$ cat src/rtl/add_seq_ctrl_pkg.sv
// rtl/add_seq_ctrl_pkg.sv - shared types and sizing helpers for the add sequencer
package add_seq_ctrl_pkg;

    typedef enum logic [1:0] {
        IDLE = 2'd0,
        RUN  = 2'd1,
        DONE = 2'd2
    } state_e;

    function automatic int clog2_min1(input int v);
        return (v > 1) ? $clog2(v) : 1;
    endfunction

    // Requester id width: max(1, clog2(R))
    function automatic int calc_idw(input int r);
        return clog2_min1(r);
    endfunction

endpackage

$ cat src/rtl/add_seq_ctrl_if.sv
// rtl/add_seq_ctrl_if.sv - requester/result bundle; res_ovf exists only with ADD_SEQ_CTRL_OVF_EN
interface add_seq_ctrl_if #(
    parameter int N = 4,
    parameter int W = 4,
    parameter int R = 2
) ();
    import add_seq_ctrl_pkg::*;

    localparam int IDW = calc_idw(R);

    logic [R-1:0]       req_valid;
    logic [R-1:0]       req_ready;
    logic [R*W*N-1:0]   req_a;
    logic [R*W*N-1:0]   req_b;
    logic [R-1:0]       req_ci;
    logic               res_valid;
    logic               res_ready;
    logic [W*N:0]       res_sum;
    logic [IDW-1:0]     res_id;
`ifdef ADD_SEQ_CTRL_OVF_EN
    logic               res_ovf;
`endif

    modport slave (
        input  req_valid, req_a, req_b, req_ci, res_ready,
`ifdef ADD_SEQ_CTRL_OVF_EN
        output res_ovf,
`endif
        output req_ready, res_valid, res_sum, res_id
    );

    modport master (
        output req_valid, req_a, req_b, req_ci, res_ready,
`ifdef ADD_SEQ_CTRL_OVF_EN
        input  res_ovf,
`endif
        input  req_ready, res_valid, res_sum, res_id
    );

endinterface

$ cat src/rtl/add.sv
// rtl/add.sv - N-bit ripple-carry adder; s[N] and co both carry the final carry
module add #(
    parameter int N = 4
) (
    input  logic [N-1:0] a,
    input  logic [N-1:0] b,
    input  logic         ci,
    output logic [N:0]   s,
    output logic         co
);

    always_comb begin
        logic c;
        c = ci;
        s = '0;
        for (int i = 0; i < N; i++) begin
            s[i] = a[i] ^ b[i] ^ c;
            c    = (a[i] & b[i]) | (c & (a[i] ^ b[i]));
        end
        s[N] = c;
    end

    assign co = s[N];

endmodule

$ cat src/rtl/add_seq_ctrl.sv
// rtl/add_seq_ctrl.sv - round-robin sequencer sharing one N-bit adder for W*N-bit sums
// Optional signed-overflow output enabled by ADD_SEQ_CTRL_OVF_EN.
module add_seq_ctrl
    import add_seq_ctrl_pkg::*;
#(
    parameter int N = 4,
    parameter int W = 4,
    parameter int R = 2
) (
    input  logic          clk,
    input  logic          rst,
    add_seq_ctrl_if.slave bus
);

    localparam int IDW = calc_idw(R);
    localparam int KW  = clog2_min1(W);
    localparam int WN  = W * N;

    state_e          state_q, state_d;
    logic [IDW-1:0]  last_grant_q, last_grant_d;
    logic [IDW-1:0]  id_q, id_d;
    logic [KW-1:0]   k_q, k_d;
    logic            carry_q, carry_d;
    logic [WN-1:0]   a_q, a_d, b_q, b_d;
    logic [WN:0]     sum_q, sum_d;
`ifdef ADD_SEQ_CTRL_OVF_EN
    logic            ovf_q, ovf_d;
`endif

    logic            any_req;
    logic [IDW-1:0]  grant;
    logic [R-1:0]    req_ready_c;
    logic [N-1:0]    add_a, add_b;
    logic [N:0]      add_s;
    logic            add_co_unused;

    // First pending requester after the last one served, wrapping at R
    always_comb begin
        int idx;
        any_req = 1'b0;
        grant   = '0;
        idx     = 0;
        for (int i = 0; i < R; i++) begin
            idx = int'(last_grant_q) + 1 + i;
            if (idx >= R) idx = idx - R;
            if (!any_req && bus.req_valid[idx]) begin
                any_req = 1'b1;
                grant   = IDW'(idx);
            end
        end
    end

    assign add_a = a_q[k_q*N +: N];
    assign add_b = b_q[k_q*N +: N];

    add #(.N(N)) u_add (
        .a  (add_a),
        .b  (add_b),
        .ci (carry_q),
        .s  (add_s),
        .co (add_co_unused)
    );

    always_comb begin
        state_d      = state_q;
        last_grant_d = last_grant_q;
        id_d         = id_q;
        k_d          = k_q;
        carry_d      = carry_q;
        a_d          = a_q;
        b_d          = b_q;
        sum_d        = sum_q;
`ifdef ADD_SEQ_CTRL_OVF_EN
        ovf_d        = ovf_q;
`endif
        req_ready_c  = '0;
        case (state_q)
            IDLE: begin
                if (any_req) begin
                    req_ready_c[grant] = 1'b1;
                    a_d     = bus.req_a[grant*WN +: WN];
                    b_d     = bus.req_b[grant*WN +: WN];
                    carry_d = bus.req_ci[grant];
                    id_d    = grant;
                    k_d     = '0;
                    state_d = RUN;
                end
            end
            RUN: begin
                sum_d[k_q*N +: N] = add_s[N-1:0];
                carry_d = add_s[N];
                k_d     = k_q + 1'b1;
                if (k_q == KW'(W - 1)) begin
                    sum_d[WN] = add_s[N];
                    k_d       = '0;
                    state_d   = DONE;
`ifdef ADD_SEQ_CTRL_OVF_EN
                    // Top sum bit comes from this final word
                    ovf_d = (a_q[WN-1] == b_q[WN-1]) && (add_s[N-1] != a_q[WN-1]);
`endif
                end
            end
            DONE: begin
                if (bus.res_ready) begin
                    state_d      = IDLE;
                    last_grant_d = id_q;
                end
            end
            default: state_d = IDLE;
        endcase
    end

    always_ff @(posedge clk) begin
        if (rst) begin
            state_q      <= IDLE;
            last_grant_q <= IDW'(R - 1);
            id_q         <= '0;
            k_q          <= '0;
            carry_q      <= 1'b0;
            a_q          <= '0;
            b_q          <= '0;
            sum_q        <= '0;
`ifdef ADD_SEQ_CTRL_OVF_EN
            ovf_q        <= 1'b0;
`endif
        end else begin
            state_q      <= state_d;
            last_grant_q <= last_grant_d;
            id_q         <= id_d;
            k_q          <= k_d;
            carry_q      <= carry_d;
            a_q          <= a_d;
            b_q          <= b_d;
            sum_q        <= sum_d;
`ifdef ADD_SEQ_CTRL_OVF_EN
            ovf_q        <= ovf_d;
`endif
        end
    end

    assign bus.req_ready = rst ? '0 : req_ready_c;
    assign bus.res_valid = (state_q == DONE);
    assign bus.res_sum   = sum_q;
    assign bus.res_id    = id_q;
`ifdef ADD_SEQ_CTRL_OVF_EN
    assign bus.res_ovf   = ovf_q;
`endif

endmodule

$ cat src/flat_wrapper.sv
// flat-port wrapper written by rule: the top's interface ports become plain ports
module add_seq_ctrl_flat import add_seq_ctrl_pkg::*;
#(
    parameter int N = 4,
    parameter int W = 4,
    parameter int R = 2
)
  (clk, rst, bus_req_valid, bus_req_a, bus_req_b, bus_req_ci, bus_res_ready, bus_req_ready, bus_res_valid, bus_res_sum, bus_res_id);
  add_seq_ctrl_if #(.N(N), .W(W), .R(R)) bus_i ();
  input  logic clk;
  input  logic rst;
  input wire logic [$bits(bus_i.req_valid)-1:0] bus_req_valid;
  input wire logic [$bits(bus_i.req_a)-1:0] bus_req_a;
  input wire logic [$bits(bus_i.req_b)-1:0] bus_req_b;
  input wire logic [$bits(bus_i.req_ci)-1:0] bus_req_ci;
  input wire logic [$bits(bus_i.res_ready)-1:0] bus_res_ready;
  output wire logic [$bits(bus_i.req_ready)-1:0] bus_req_ready;
  output wire logic [$bits(bus_i.res_valid)-1:0] bus_res_valid;
  output wire logic [$bits(bus_i.res_sum)-1:0] bus_res_sum;
  output wire logic [$bits(bus_i.res_id)-1:0] bus_res_id;
  assign bus_i.req_valid = bus_req_valid;
  assign bus_i.req_a = bus_req_a;
  assign bus_i.req_b = bus_req_b;
  assign bus_i.req_ci = bus_req_ci;
  assign bus_i.res_ready = bus_res_ready;
  assign bus_req_ready = bus_i.req_ready;
  assign bus_res_valid = bus_i.res_valid;
  assign bus_res_sum = bus_i.res_sum;
  assign bus_res_id = bus_i.res_id;
  add_seq_ctrl #(.N(N), .W(W), .R(R)) u_core (.clk(clk), .rst(rst), .bus(bus_i));
endmodule
$ cat config.mk
export PLATFORM = sky130hd
export DESIGN_NAME = add_seq_ctrl_flat
export DESIGN_NICKNAME = d
export VERILOG_FILES = /design/src/rtl/add_seq_ctrl_pkg.sv /design/src/rtl/add_seq_ctrl_if.sv /design/src/rtl/add.sv /design/src/rtl/add_seq_ctrl.sv /design/src/flat_wrapper.sv
export SDC_FILE = /design/constraint.sdc
export NUM_CORES = 1
export LEC_CHECK = 0
export ABC_AREA = 1
export CORE_AREA = 4 4 96 98
export DETAILED_ROUTE_END_ITERATION = 8
export DIE_AREA = 0 0 100 102
export GPL_ROUTABILITY_DRIVEN = 0
export PLACE_DENSITY = 0.72
export RECOVER_POWER = 100
export SLEW_MARGIN = 20
export SYNTH_ARGS = -nofsm -noshare
export SYNTH_HDL_FRONTEND = slang
export SYNTH_SLANG_ARGS = --single-unit
$ cat constraint.sdc
create_clock -name clk -period 5.2 [get_ports clk]
set_input_delay 0.78 -clock clk [delete_from_list [all_inputs] [get_ports clk]]
set_output_delay 0.78 -clock clk [all_outputs]
set_load 0.05 [all_outputs]
==> results of run 1 <==
## flip-flops by register name, summed over array words and instances (netlist names)
name,flops
u_core.a_q,16
u_core.b_q,16
u_core.bus.res_id,1
u_core.bus.res_sum,17
u_core.carry_q,1
u_core.k_q,2
u_core.last_grant_q,1
u_core.state_q,2
## final cells by class
cell class,count,area share (%)
clock buffers,5,1.74
clock inverters,3,2.28
inverters,25,2.37
multi-input cells,303,38.7
flip-flops and latches,56,28.3
well taps,108,3.41
repair buffers,93,23.2
## layer usage
metal	GRT usage, %	wire length (um)
met1	18.8	3300
met2	26.8	3860
met3	2.94	352
met4	3.63	93
met5	0	0
## power groups by stage
stage	combinational, uW	sequential, uW	clock (uW)
after floorplan	160	508	0
after global placement	271	497	0
after detailed placement	278	498	0
after CTS	279	488	382
after global routing	300	492	402
final	273	487	379
## per-stage QoR
stage               power [uW]  setup WS, ns  cell area [um^2]
floorplan                  668          2.32              2890
global placement           769          1.47              3810
detailed placement         775          1.45              3810
CTS                       1150          1.44              3970
global route              1190          1.15              3960
finish                    1140          1.31              3960
## critical path, delay by kind of cell
family / cells / cell delay (ns)
simple gates: 3 / 0.47
buf+inv: 3 / 1.86
## cells in the mapped netlist
library cell	number
dfxtp_1	56
fa_1	4
o21ai_0	19
buf_2	11
clkbuf_1	5
a32o_1	4
nor2_2	3
nor2_1	22
o21a_1	1
nand3_2	4
nand3_1	48
o22ai_1	4
nand4_1	5
inv_1	20
nand2_4	1
nor2_8	1
nor2_4	3
o31ai_1	1
nand2_1	139
buf_8	2
ha_1	7
inv_2	5
nor3_1	3
buf_6	1
buf_4	3
a21oi_1	30
nand2_2	4
## worst paths after layout
| kind | end | from | cells past startpoint | slack [ns] |
|---|---|---|---|---|
| max | bus_req_ready[1] | bus_req_valid[1] | 6 | 1.31 |
| min | u_core.bus.res_sum[12] | u_core.bus.res_sum[12] | 2 | 0.47 |
| max reg2reg | u_core.bus.res_sum[7] | u_core.k_q[0] | 12 | 1.58 |
| min reg2reg | u_core.bus.res_sum[12] | u_core.bus.res_sum[12] | 2 | 0.47 |
## logic make-up (layout without fill, tap and decap cells)
family          Yosys count  count (layout)  share of synthesized area, %
simple gates            233             233                          36.0
compound gates           59              59                          11.3
fa+ha+maj                11              11                          5.81
buf+inv                  47             126                          8.02
flops                    56              56                          38.9
==> flow_summary.json, run 1 <==
{
  "critical_path.max_stage_delay_ns": 0.94,
  "final_cell_mix": "nand2_1 (140), clkdlybuf4s50_1 (68), dfxtp_1 (56)",
  "grt_pass1_wl_mm": 12.6,
  "dp.cells": 585,
  "die_w_um": 100,
  "drive_gt1_share_pct": 5.57,
  "die_height_um": 102,
  "grt-ovfl-total": 0,
  "hold_path.class": "reg -> reg",
  "maxCapViolations": 1,
  "routed_wl_mm": 7.61,
  "tritoncts": "yes",
  "cts_inserted_buffers": 5,
  "register_area_um2": 1120,
  "avgSynthCellArea_um2": 7.11,
  "fin_cells": 593,
  "switching_share_pct": 28.2,
  "violations": "capacitance limit, slew limit",
  "peakVddDrop_mv": 0.132,
  "slowest_stage": "dlygate4sd3_1",
  "antenna_cells": 0,
  "syn_area_um2": 2890,
  "power.switching_uw": 321,
  "hold_ws_ns": 0.470,
  "route.vias.total": 2818,
  "firstDrtPassIters": 4,
  "syn_to_final_growth_pct": 37.2,
  "post_cts.repair.setup_buffers": 0,
  "clock-root-buffer": "clkbuf_8",
  "powerDensity_nw_per_um2": 288,
  "synthesis.instances": 406,
  "initial_core_util_pct": 34.1,
  "setup_viol": 0,
  "clockBufferDepth": 2,
  "dp_hpwl_mm": 5.92,
  "ctsResizeCount": 0,
  "clkLatencyLatePin_ns": 0.31,
  "slew_headroom_pct": -4.38,
  "clockPowerShare_pct": 33.3,
  "io_buffers": 91,
  "worstPathRequired_ns": 4.42,
  "clk_pin_slew_ns": 0.10,
  "final_common_cell": "nand2_1",
  "setup_tns_ns": 0,
  "drv_slew": 39,
  "nNetsFinal": 566,
  "skew_ns": 0.00614,
  "synth_top_area_share_pct": 38.9,
  "dr.first_iter.drc_count": 140,
  "ys_seq_area_share_pct": 38.9,
  "multiInputGateArea_um2": 1530,
  "cp-end-kind": "output port",
  "grt_max_degree": 39,
  "yosys.area.top_type": "dfxtp_1",
  "core_um2": 8470,
  "crit_type": "in -> out",
  "htree_levels": 2,
  "synthTopCellsByArea": "dfxtp_1 (39%), nand2_1 (18%), nand3_1 (8.3%), a21oi_1 (5.2%), o21ai_0 (3.3%)",
  "synth_cell_types": 27,
  "cp.arrival_ns": 3.11,
  "wire_per_inst_um": 12.8,
  "cp-start-kind": "input port",
  "worstPathMaxFanout": 25,
  "post-route-min-period_ns": 3.89,
  "drcViolationCount": 0,
  "synth-seq-cells": 56,
  "yosysWarnings": 0,
  "nFillCells": 845,
  "holdBufCountCts": 0,
  "fin_crit_sh_pct": 74.8,
  "routed_via_density": 4.75,
  "p_seq_share_pct": 42.7,
  "grt_antenna_before_repair": 0,
  "final_core_util_pct": 46.7,
  "intPower_uw": 819,
  "ios": 92,
  "clkSinkCount": 56,
  "path_cells": "dlygate4sd3_1 > nand2_2 > nor2_4 > nand2_1 > inv_2 > dlygate4sd3_1",
  "drtAntennaViolNets": 0,
  "die_area_um2": 10200,
  "status": "complete, but fails checks",
  "crit_top_cell": "dlygate4sd3_1",
  "grt_setup_unrepaired": "no",
  "max_freq_mhz": 257,
  "p_leak_uw": 0.00171,
  "synth_nets": 488,
  "hold_violations": 0,
  "grt_pass1_vias": 2748,
  "power.share.combinational_pct": 24.0,
  "worstMarginPinSlew_ns": 1.57,
  "grt_use_total_pct": 15.0,
  "rows": 34
}
(Power assumes the default switching activity.)
==> inputs of run 2 (changes only) <==
- PLACE_DENSITY: 0.72 -> 0.75
- clock period: 5.2 -> 3.15 ns (I/O delays scaled with it)
==> run 2 against run 1 <==
Effect of this change:
- the run still ends with capacitance limit, slew limit left
- setup slack got worse by 1.0 ns
- cell count rose by 1.0%
- combinational power rose by 71%
- global-route usage rose by 0.49 points
- critical path depth rose by 6
- sequential share of layout area fell by 0.054 points
- total power rose by 53%
- first-iteration DRC count rose by 18%
- critical path type is now reg -> reg
- largest power group unchanged
- highest routed layer unchanged
==> flow_summary.json, run 2 (synthesized netlist as in run 1, its figures left out) <==
{
  "worstPathRequired_ns": 3.36,
  "grt_pass1_wl_mm": 13.0,
  "powerDensity_nw_per_um2": 440,
  "crit_buf_inv": 2,
  "clkSinkCount": 56,
  "hold_violations": 0,
  "clockBufferDepth": 2,
  "skew_ns": 0.0133,
  "rows": 34,
  "die_height_um": 102,
  "hold_path.class": "reg -> reg",
  "hold_path.startpoint": "u_core.bus.res_sum[8]",
  "setup_tns_ns": 0,
  "clk_pin_slew_ns": 0.11,
  "timing.rr.end": "u_core.bus.res_sum[7]",
  "maxCapViolations": 1,
  "cp-start-kind": "register",
  "crit_top_cell": "fa_1",
  "holdBufCountCts": 0,
  "dr.first_iter.drc_count": 165,
  "wl_met1_mm": 3.21,
  "wire_per_inst_um": 12.9,
  "routed_wl_mm": 7.71,
  "drv_slew": 39,
  "holdPathEnd": "u_core.bus.res_sum[8]",
  "r2r_setup_slack_ns": 0.29,
  "cp-end-kind": "register",
  "drtAntennaViolNets": 0,
  "ff2ff_path_depth": 12,
  "drcViolationCount": 0,
  "core_um2": 8470,
  "cts_inserted_buffers": 5,
  "pre_cts_ws_ns": 0.329,
  "violations": "capacitance limit, slew limit",
  "grt-ovfl-total": 0,
  "drive_gt1_share_pct": 6.92,
  "initial_core_util_pct": 34.1,
  "clkLatencyLatePin_ns": 0.31,
  "clock-root-buffer": "clkbuf_8",
  "die_w_um": 100,
  "slew_headroom_pct": -3.13,
  "ctsResizeCount": 0,
  "path_cells": "inv_1 > a21oi_1 > a32o_1 > fa_1 > fa_1 > inv_1 > fa_1 > fa_1 > nand2_1 > nor2_1 > nand2_1 > a21oi_1",
  "tritoncts": "yes",
  "die_area_um2": 10200,
  "post-route-min-period_ns": 2.86,
  "max_freq_mhz": 349,
  "route.met3.wl_um": 428,
  "grt_setup_unrepaired": "no",
  "ios": 92,
  "hold_depth": 2,
  "io_buffers": 91,
  "crit_family": "adder cells",
  "nFillCells": 837,
  "routed_via_density": 4.83,
  "antenna_cells": 0,
  "syn_to_final_growth_pct": 37.4,
  "slowest_stage": "fa_1",
  "power_uw": 1740,
  "setup_viol": 0,
  "nNetsFinal": 572,
  "final_common_cell": "nand2_1",
  "worstPathMaxFanout": 15,
  "final_cell_mix": "nand2_1 (142), clkdlybuf4s50_1 (68), dfxtp_1 (56)",
  "r2r_start": "u_core.k_q[1]",
  "fin_crit_sh_pct": 90.9,
  "p_leak_uw": 0.00172,
  "placed_area_um2": 3870,
  "peakVddDrop_mv": 0.175,
  "stdcell_area_um2": 3970,
  "crit_type": "reg -> reg",
  "finalWorstSetupSlack_ns": 0.287,
  "cp.arrival_ns": 3.07,
  "grt_use_total_pct": 15.5,
  "route.vias.total": 2891,
  "htree_levels": 2,
  "critical_path.max_stage_delay_ns": 0.45,
  "grt_antenna_before_repair": 0,
  "firstDrtPassIters": 4,
  "largest_reg_flops": 17,
  "met2_wirelength_mm": 4.02,
  "grt_max_degree": 39,
  "worstMarginPinSlew_ns": 1.55,
  "post_cts.repair.setup_buffers": 0,
  "startpoint": "u_core.k_q[1]",
  "dr.max_layer_used": "met4",
  "status": "complete, but fails checks",
  "dp_hpwl_mm": 6.12,
  "grt_pass1_vias": 2840
}
[run 2: layer usage]
layer / global-route usage, % / vias to the layer above
met5: 0 / -
met2: 28.0 / 78
met3: 3.48 / 6
li1: - / 1490
met1: 19.1 / 1317
met4: 3.01 / 0
[run 2: worst reg2reg max path, delay by kind of cell (launching register included)]
kind | cells | cell delay (ns)
adder cells (fa/ha/maj) | 4 | 1.40
buffers and inverters | 2 | 0.41
flip-flops | 1 | 0.33
AND/OR/NAND/NOR | 3 | 0.20
AO/OA/AOI/OAI | 3 | 0.42
[run 2: how the worst max path moves through the flow]
stage	slack, ns	to	cells after the start
after floorplan	0.27	u_core.bus.res_sum[15]	13
after global placement	0.42	u_core.bus.res_sum[7]	12
after detailed placement	0.33	u_core.bus.res_sum[7]	12
after CTS	0.31	u_core.bus.res_sum[7]	12
after global routing	0.10	u_core.bus.res_sum[7]	12
final	0.29	u_core.bus.res_sum[7]	12
[run 2: power by group]
part           switching [uW]  total (uW)  internal [uW]
Sequential               34.6         798            763
Combinational             266         466            200
Clock                     239         479            240
Total                     540        1740           1200
[run 2: cell type report]
cell class	instances	area (um^2)	area share, %
inverters	25	93.8	2.37
multi-input cells	303	1510	38.2
well taps	108	135	3.41
repair buffers	99	987	24.9
clock inverters	3	46.3	1.17
clock buffers	5	68.8	1.74
flip-flops and latches	56	1120	28.3
[run 2: stage by stage]
stage               hold slack, ns  std cells  util [%]
floorplan                    0.441        406         -
global placement             0.456        591      45.8
detailed placement           0.461        591      45.8
CTS                          0.477        599      47.1
global route                 0.490        599      46.8
finish                       0.469        599      46.8
==> inputs of run 3 (changes only) <==
--- a/config.mk
+++ b/config.mk
@@ -7,7 +7,7 @@
 export LEC_CHECK = 0
 export ABC_AREA = 1
-export CORE_AREA = 4 4 96 98
+export CORE_AREA = 4 4 82 115
 export DETAILED_ROUTE_END_ITERATION = 8
-export DIE_AREA = 0 0 100 102
+export DIE_AREA = 0 0 86 119
 export GPL_ROUTABILITY_DRIVEN = 0
 export PLACE_DENSITY = 0.75
==> constraint.sdc (replaced) <==
create_clock -name clk -period 3.15 [get_ports clk]
set_input_delay 0.4725 -clock clk [delete_from_list [all_inputs] [get_ports clk]]
set_output_delay 0.4725 -clock clk [all_outputs]
set_load 0.005 [all_outputs]
==> run 3 against run 2 <==
Effect of this change:
- the flow now finishes without violations
- via count down 0.55%
- cell count down 0.50%
- clock skew down 0.0076 ns
- first-iteration DRC count up 3.6%
- global-route usage up 0.083 points
- critical endpoint unchanged
- largest power group unchanged
==> flow_summary.json, run 3 (synthesized netlist as in run 1, its figures left out) <==
{
  "status": "complete, no violations",
  "clkSinkCount": 56,
  "setup_viol": 0,
  "fin_cells": 596,
  "pre_cts_ws_ns": 0.260,
  "max_freq_mhz": 338,
  "r2r_setup_slack_ns": 0.20,
  "rows": 40,
  "die_height_um": 119,
  "ctsResizeCount": 0,
  "wire_per_inst_um": 13.3,
  "drcViolationCount": 0,
  "nNetsFinal": 573,
  "largest_reg_flops": 17,
  "grt_pass1_wl_mm": 13.0,
  "grt-ovfl-total": 0,
  "cts_inserted_buffers": 5,
  "setup_tns_ns": 0,
  "syn_to_final_growth_pct": 39.5,
  "dp.cells": 589,
  "slew_headroom_pct": 12.0,
  "worstMarginPinSlew_ns": 1.32,
  "grt_antenna_before_repair": 0,
  "worstPathRequired_ns": 3.32,
  "hold_ws_ns": 0.463,
  "grt_use_total_pct": 15.6,
  "skew_ns": 0.00572,
  "use_met3_pct": 2.98,
  "drive_gt1_share_pct": 6.72,
  "p_leak_uw": 0.00175,
  "die_w_um": 86,
  "ff2ff_path_depth": 12,
  "holdBufCountCts": 0,
  "antenna_cells": 0,
  "hold_depth": 2,
  "powerDensity_nw_per_um2": 476,
  "post-route-min-period_ns": 2.95,
  "final_cell_mix": "nand2_1 (140), clkdlybuf4s50_1 (70), dfxtp_1 (56)",
  "firstDrtPassIters": 5,
  "die_area_um2": 10200,
  "drv_slew": 0,
  "grt.busiest_layer": "met2",
  "initial_core_util_pct": 34.1,
  "grt_max_degree": 39,
  "drtAntennaViolNets": 0,
  "clock-root-buffer": "clkbuf_16",
  "hold_violations": 0,
  "io_buffers": 91,
  "stdcell_area_um2": 4030,
  "grt_setup_unrepaired": "no",
  "crit_type": "reg -> reg",
  "cp-end-kind": "register",
  "timing.rr.end": "u_core.bus.res_sum[7]",
  "grt_use_met1_pct": 16.7,
  "hold_path.class": "reg -> reg",
  "dr.first_iter.drc_count": 171,
  "peakVddDrop_mv": 0.263,
  "route.vias.total": 2875,
  "placed_area_um2": 3860,
  "ios": 92,
  "cp.arrival_ns": 3.12,
  "clockBufferDepth": 2,
  "clkLatencyLatePin_ns": 0.29,
  "htree_levels": 2,
  "fin_crit_sh_pct": 93.8,
  "maxCapViolations": 0,
  "routed_via_density": 4.82,
  "hold_path.startpoint": "u_core.bus.res_sum[8]",
  "gr-usage-met2_pct": 29.6,
  "routed_wl_mm": 7.93,
  "cp-start-kind": "register",
  "final_common_cell": "nand2_1",
  "holdPathEnd": "u_core.bus.res_sum[8]",
  "grt_pass1_vias": 2883,
  "finalWorstSetupSlack_ns": 0.195,
  "clk_pin_slew_ns": 0.07,
  "post_cts.repair.setup_buffers": 0,
  "core_um2": 8460,
  "tritoncts": "yes",
  "dp_hpwl_mm": 6.38,
  "worstPathMaxFanout": 17,
  "r2r_start": "u_core.k_q[0]"
}
[run 3: how the worst max path moves through the flow]
stage / startpoint / to / slack [ns] / cells past startpoint
after floorplan: u_core.k_q[0] / u_core.bus.res_sum[15] / 0.27 / 13
after detailed placement: u_core.k_q[0] / u_core.bus.res_sum[7] / 0.26 / 12
after global placement: u_core.k_q[0] / u_core.bus.res_sum[7] / 0.37 / 12
final: u_core.k_q[0] / u_core.bus.res_sum[7] / 0.20 / 12
after CTS: u_core.k_q[0] / u_core.bus.res_sum[7] / 0.22 / 12
after global routing: u_core.k_q[0] / u_core.bus.res_sum[7] / 0.03 / 12
[run 3: power breakdown]
part           switching [uW]  leakage [uW]  internal [uW]
sequential               39.1      0.000459            764
combinational             222       0.00120            197
clock                     242     0.0000899            451
[run 3: area by class of cell]
| class | instances | area (um^2) |
|---|---|---|
| Tap cell | 105 | 131 |
| Timing Repair Buffer | 100 | 971 |
| Fill cell | 840 | 4430 |
| Sequential cell | 56 | 1120 |
| Clock buffer | 5 | 125 |
| Clock inverter | 2 | 60.1 |
| Inverter | 25 | 93.8 |
| Multi-Input combinational cell | 303 | 1520 |
[run 3: stage by stage]
stage          util (%)  total power (uW)
3_3_place_gp       45.6              1240
5_1_grt            47.6              2010
2_1_floorplan         -              1060
6_report           47.6              1920
4_1_cts            47.8              1940
3_5_place_dp       45.6              1250
[run 3: critical path, stage by stage, from the launching register on]
cell	delay (ns)
dfxtp_1	0.44
inv_2	0.27
nand2_1	0.09
a32o_1	0.24
fa_1	0.43
fa_1	0.38
inv_1	0.08
fa_1	0.19
fa_1	0.45
nand2_1	0.09
nor2_1	0.05
nand2_1	0.05
a21oi_1	0.07
[run 3: routing by layer]
layer / part of all wire (%) / vias up / wire [um]
met3: 4.4 / 14 / 348
met5: 0 / - / 0
met4: 2.4 / 0 / 194
met2: 55 / 65 / 4330
li1: - / 1486 / -
met1: 39 / 1310 / 3070
